--- src/rtl/rrf_alloc.sv ---
// Rename register file tag allocator: a circular buffer of RRF_ENT_NUM tags
// handed out at tail by dispatch, retired at head by commit, rewound by flush.
module rrf_alloc #(
  parameter int RRF_ENT_NUM = 64,
  parameter int RRF_ENT_SEL = 6
) (
  input  logic                   clk,
  input  logic                   rst_n,
  input  logic                   i_dp_req_1,
  input  logic                   i_dp_req_2,
  input  logic                   i_stall,
  output logic                   o_alloc_rdy,
  output logic [RRF_ENT_SEL-1:0] o_dp_rrftag_1,
  output logic [RRF_ENT_SEL-1:0] o_dp_rrftag_2,
  input  logic [1:0]             i_com_num,
  output logic [RRF_ENT_SEL-1:0] o_com_ptr_1,
  output logic [RRF_ENT_SEL-1:0] o_com_ptr_2,
  input  logic                   i_flush,
  input  logic [RRF_ENT_SEL-1:0] i_flush_tail,
  output logic [RRF_ENT_SEL:0]   o_freenum,
  output logic                   o_full
);

  localparam int FW = RRF_ENT_SEL + 1;
  localparam logic [RRF_ENT_SEL:0] FREE_MAX = FW'(RRF_ENT_NUM);

  logic [RRF_ENT_SEL-1:0] tail;
  logic [RRF_ENT_SEL-1:0] head;
  logic [RRF_ENT_SEL-1:0] head_next;
  logic [RRF_ENT_SEL-1:0] flush_dist;
  logic [RRF_ENT_SEL:0]   freenum;
  logic [RRF_ENT_SEL:0]   reqnum;
  logic [RRF_ENT_SEL:0]   allocnum;
  logic                   fire;

  // Handshake: the dispatch request (i_dp_req_1/2) is the valid, o_alloc_rdy is
  // the ready; tags transfer only when valid && ready && !i_stall, and a
  // request that cannot be fully served is refused as a whole.
  assign reqnum      = FW'(i_dp_req_1) + FW'(i_dp_req_2);
  assign o_alloc_rdy = (freenum >= reqnum) && !i_flush;
  assign fire        = (reqnum != '0) && o_alloc_rdy && !i_stall;
  assign allocnum    = fire ? reqnum : '0;

  // Slot 2 takes the tag after slot 1 only when slot 1 is actually asking.
  assign o_dp_rrftag_1 = tail;
  assign o_dp_rrftag_2 = tail + RRF_ENT_SEL'(i_dp_req_1);

  assign o_com_ptr_1 = head;
  assign o_com_ptr_2 = head + RRF_ENT_SEL'(1);

  assign head_next  = head + RRF_ENT_SEL'(i_com_num);
  // Distance wraps modulo the buffer size, so tail == head_next reads as empty.
  assign flush_dist = i_flush_tail - head_next;

  assign o_freenum = freenum;
  assign o_full    = (freenum == '0);

  always_ff @(posedge clk) begin
    if (!rst_n) begin
      tail    <= '0;
      head    <= '0;
      freenum <= FREE_MAX;
    end else begin
      head <= head_next;
      if (i_flush) begin
        tail    <= i_flush_tail;
        freenum <= FREE_MAX - {1'b0, flush_dist};
      end else begin
        tail    <= tail + allocnum[RRF_ENT_SEL-1:0];
        freenum <= freenum - allocnum + FW'(i_com_num);
      end
    end
  end

  // Retiring more entries than are live leaves the pointers meaningless.
  always @(posedge clk) begin
    if (rst_n) begin
      assert (FW'(i_com_num) <= (FREE_MAX - freenum))
        else $error("rrf_alloc: i_com_num %0d exceeds live entries %0d",
                    i_com_num, FREE_MAX - freenum);
    end
  end

endmodule

--- config.mk ---
export PLATFORM = sky130hd
export DESIGN_NAME = rrf_alloc
export DESIGN_NICKNAME = d
export VERILOG_FILES = /design/src/rtl/rrf_alloc.sv
export SDC_FILE = /design/constraint.sdc
export NUM_CORES = 1
export LEC_CHECK = 0
export ABC_AREA = 1
export CORE_MARGIN = 2
export CORE_UTILIZATION = 50
export CTS_CLUSTER_SIZE = 12
export DETAILED_ROUTE_END_ITERATION = 8
export MAX_ROUTING_LAYER = met4
export PLACE_DENSITY_LB_ADDON = 0.05
export SYNTH_ARGS = -nofsm -noshare
export SYNTH_HDL_FRONTEND = slang
export SYNTH_SLANG_ARGS = --single-unit
export TNS_END_PERCENT = 5
--- constraint.sdc ---
create_clock -name clk -period 3.9 [get_ports clk]
set_clock_uncertainty 0.15 [all_clocks]
set_input_delay 0.585 -clock clk [delete_from_list [all_inputs] [get_ports clk]]
set_output_delay 0.585 -clock clk [all_outputs]
set_load 0.01 [all_outputs]
==> results <==
[Yosys cell counts (all sizes together) (2+ instances only)]
| master | n | area, um2 |
|---|---|---|
| inv | 51 | 191 |
| nand2 | 33 | 134 |
| ha | 30 | 375 |
| nand3 | 29 | 170 |
| nor2 | 23 | 88.8 |
| dfxtp | 19 | 380 |
| a21oi | 17 | 92.6 |
| o21ai | 16 | 80.1 |
| xor2 | 12 | 105 |
| xnor2 | 8 | 70.1 |
| fa | 5 | 100 |
| buf | 3 | 17.5 |
| clkbuf | 3 | 21.3 |
| nand4 | 3 | 18.8 |
| clkinv | 2 | 8.75 |
| nand3b | 2 | 15.0 |
| nor3 | 2 | 10.0 |
| o211ai | 2 | 15.0 |
[cell families (layout without fill, tap and decap cells)]
logic type | count (synthesis) | in the layout | share of synthesized area, %
XOR/XNOR | 20 | 20 | 9.15
AND/OR/NAND/NOR | 94 | 94 | 23.5
adder cells (fa/ha/maj) | 35 | 35 | 24.8
AO/OA/AOI/OAI | 36 | 36 | 10.2
flip-flops | 19 | 19 | 19.9
buffers and inverters | 59 | 114 | 12.5
[layout make-up]
cell class              count  area (um2)
multi-input cells         185        1360
fillers                   303        1070
repair buffers             57         548
flip-flops and latches     19         380
inverters                  53         200
well taps                  48        60.1
clock buffers               4        45.0
[final timing paths]
kind | from | end | slack (ns) | cells past startpoint
worst max-delay path | i_dp_req_1 | o_freenum[6] | 0.45 | 25
worst min-delay path | o_com_ptr_1[5] | o_com_ptr_1[5] | 0.45 | 2
worst max register to register | o_freenum[1] | o_freenum[6] | 0.74 | 22
worst min register to register | o_com_ptr_1[5] | o_com_ptr_1[5] | 0.45 | 2
[routing by layer]
layer  vias up  share of wire, %
met5         -                 0
met4         0               2.1
met3         7               3.6
met2        45                48
met1       802                46
li1        944                 -
[stage by stage]
step | setup TNS [ns] | setup WS, ns
4_1_cts | 0 | 0.0154
3_3_place_gp | -0.400 | -0.199
2_1_floorplan | 0 | 0.449
3_5_place_dp | -0.873 | -0.317
6_report | 0 | 0.447
5_1_grt | 0 | 0.190
[power groups by stage]
stage | clock network, uW | logic (uW) | registers [uW]
2_1_floorplan | 0 | 415 | 275
3_3_place_gp | 0 | 638 | 270
3_5_place_dp | 0 | 646 | 271
4_1_cts | 147 | 653 | 267
5_1_grt | 155 | 796 | 271
6_report | 142 | 705 | 266
[sequential cells by signal, summed over array words and instances, names as in the netlist]
register / count
o_dp_rrftag_1: 6
o_com_ptr_1: 6
o_freenum: 7
[timing repair]
| item | in CTS | in global routing |
|---|---|---|
| pin swaps | 1 | 7 |
| setup endpoints to repair | 1 | 5 |
| buffers inserted | 0 | 3 |
| resized for setup | 1 | 17 |
[worst max-delay path, cell delays in order]
cell and delay (ns):
dlymetal6s2s_1 0.15, inv_1 0.10, ha_4 0.24, ha_1 0.20
o21ai_1 0.15, nand2_1 0.07, nand2_1 0.06, nand2_1 0.04
nand3_1 0.06, nand2_1 0.05, inv_1 0.09, nand2_2 0.09
nor2_4 0.12, ha_1 0.12, inv_1 0.04, ha_2 0.18
fa_2 0.40, a21oi_2 0.17, o21ai_2 0.08, nand2_1 0.08
a21oi_2 0.07, nor2_1 0.10, nand2_1 0.06, nand3_1 0.08
nand3_1 0.07
==> results_dict.tcl <==
set metrics [dict create \
    status "completed" \
    crit_arrival_ns 3.44 \
    sequentialPowerShare_pct 23.9 \
    initial_utilization_pct 52.3 \
    clkTransAtPathRegs_ns 0.07 \
    dr.first_iter.drc_count 49 \
    hold_ws_ns 0.446 \
    cts_tree "done" \
    power_uw 1110 \
    use_met3_pct 2.04 \
    layout_commonest_cell "inv_1" \
    grt_setup_unrepaired "false" \
    swShare_pct 41.9 \
    synth_edf_count 0 \
    pin_count 47 \
    clock_power_share_pct 12.8 \
    diodes 0 \
    instances_no_fill 366 \
    yosys_warnings 0 \
    synth_top_flop_cell "dfxtp_1" \
    p_leak_uw 0.00125 \
    grtUsageMet1_pct 26.4 \
    tightestPinTransition_ns 0.392 \
    grt_max_degree 17 \
    min_period_ns 3.45 \
    cts.sinks 19 \
    hold_viol 0 \
    cp-start-kind "input pin" \
    clk_path_buf_depth 2 \
    synthToLayoutAreaGrowth_pct 35.3 \
    crit_path_end_kind "flop" \
    timing.fmax_ghz 0.290 \
    syn_avg_cell_area_um2 7.28 \
    final_cell_mix "inv_1 (47), clkdlybuf4s50_1 (44), nand2_1 (28), ha_1 (26), nand3_1 (24)" \
    numCtsBuffers 3 \
    fp-row-count 22 \
    maxSlewViolCount 0 \
    dpl_cell_area_mm2 0.00246 \
    power_per_cell_area_mw_per_mm2 430 \
    drv_cap 0 \
    nets 368 \
    first_global_vias 1774 \
    track_usage_pct 22.3 \
    setup_viol 0 \
    routedWlPerCell_um 12.0 \
    die_area_mm2 0.00434 \
    grt_busiest_layer "met2" \
    clock-root-buffer "clkbuf_8" \
    vdd_drop_max_v 0.000233 \
    yosysSeqAreaShare_pct 19.9 \
    required_ns 3.89 \
    drive_above_1_share_pct 13.5 \
    crit_fanout 3 \
    comb_power_share_pct 63.3 \
    grt-ovfl-total 0 \
    vias 1798 \
    die_height_um 65.9 \
    synthArstFlopShare_pct 0 \
    syn_nets 312 \
    h-tree-depth 1 \
    intPower_uw 647 \
    ys_seq_elements 19 \
    grt_pass1_wl_mm 7.43 \
    gp_congestion 0.823 \
    detail-route-antenna-nets 0 \
    clock_latency_ns 0.26 \
    drc 0 \
    slew_headroom_pct 73.9 \
    timing.final.crit_share_pct 88.5 \
    ctsHoldBuffers 0 \
    routed_wl_mm 4.39 \
    crit_type "input pin to flop" \
    hp-class "flop to flop" \
    port_buffers 46 \
    antenna_found_initial 0 \
    gr-usage-met2_pct 39.5 \
    syn_inst 263 \
    dpl.cell_count 359 \
    routed_via_density 4.91 \
    drt_first_pass_iters 4 \
    p_sw_uw 467 \
    yosysUniqueCellTypes 30 \
    utilization_pct 70.7 \
    hpwl_mm 3.42 \
    dieWidth_um 65.9 \
    core_mm2 0.00366 \
    stdcell_area_mm2 0.00259 \
    synth_area_mm2 0.00191 \
]
Note: power is estimated with default switching activity, not from simulation.
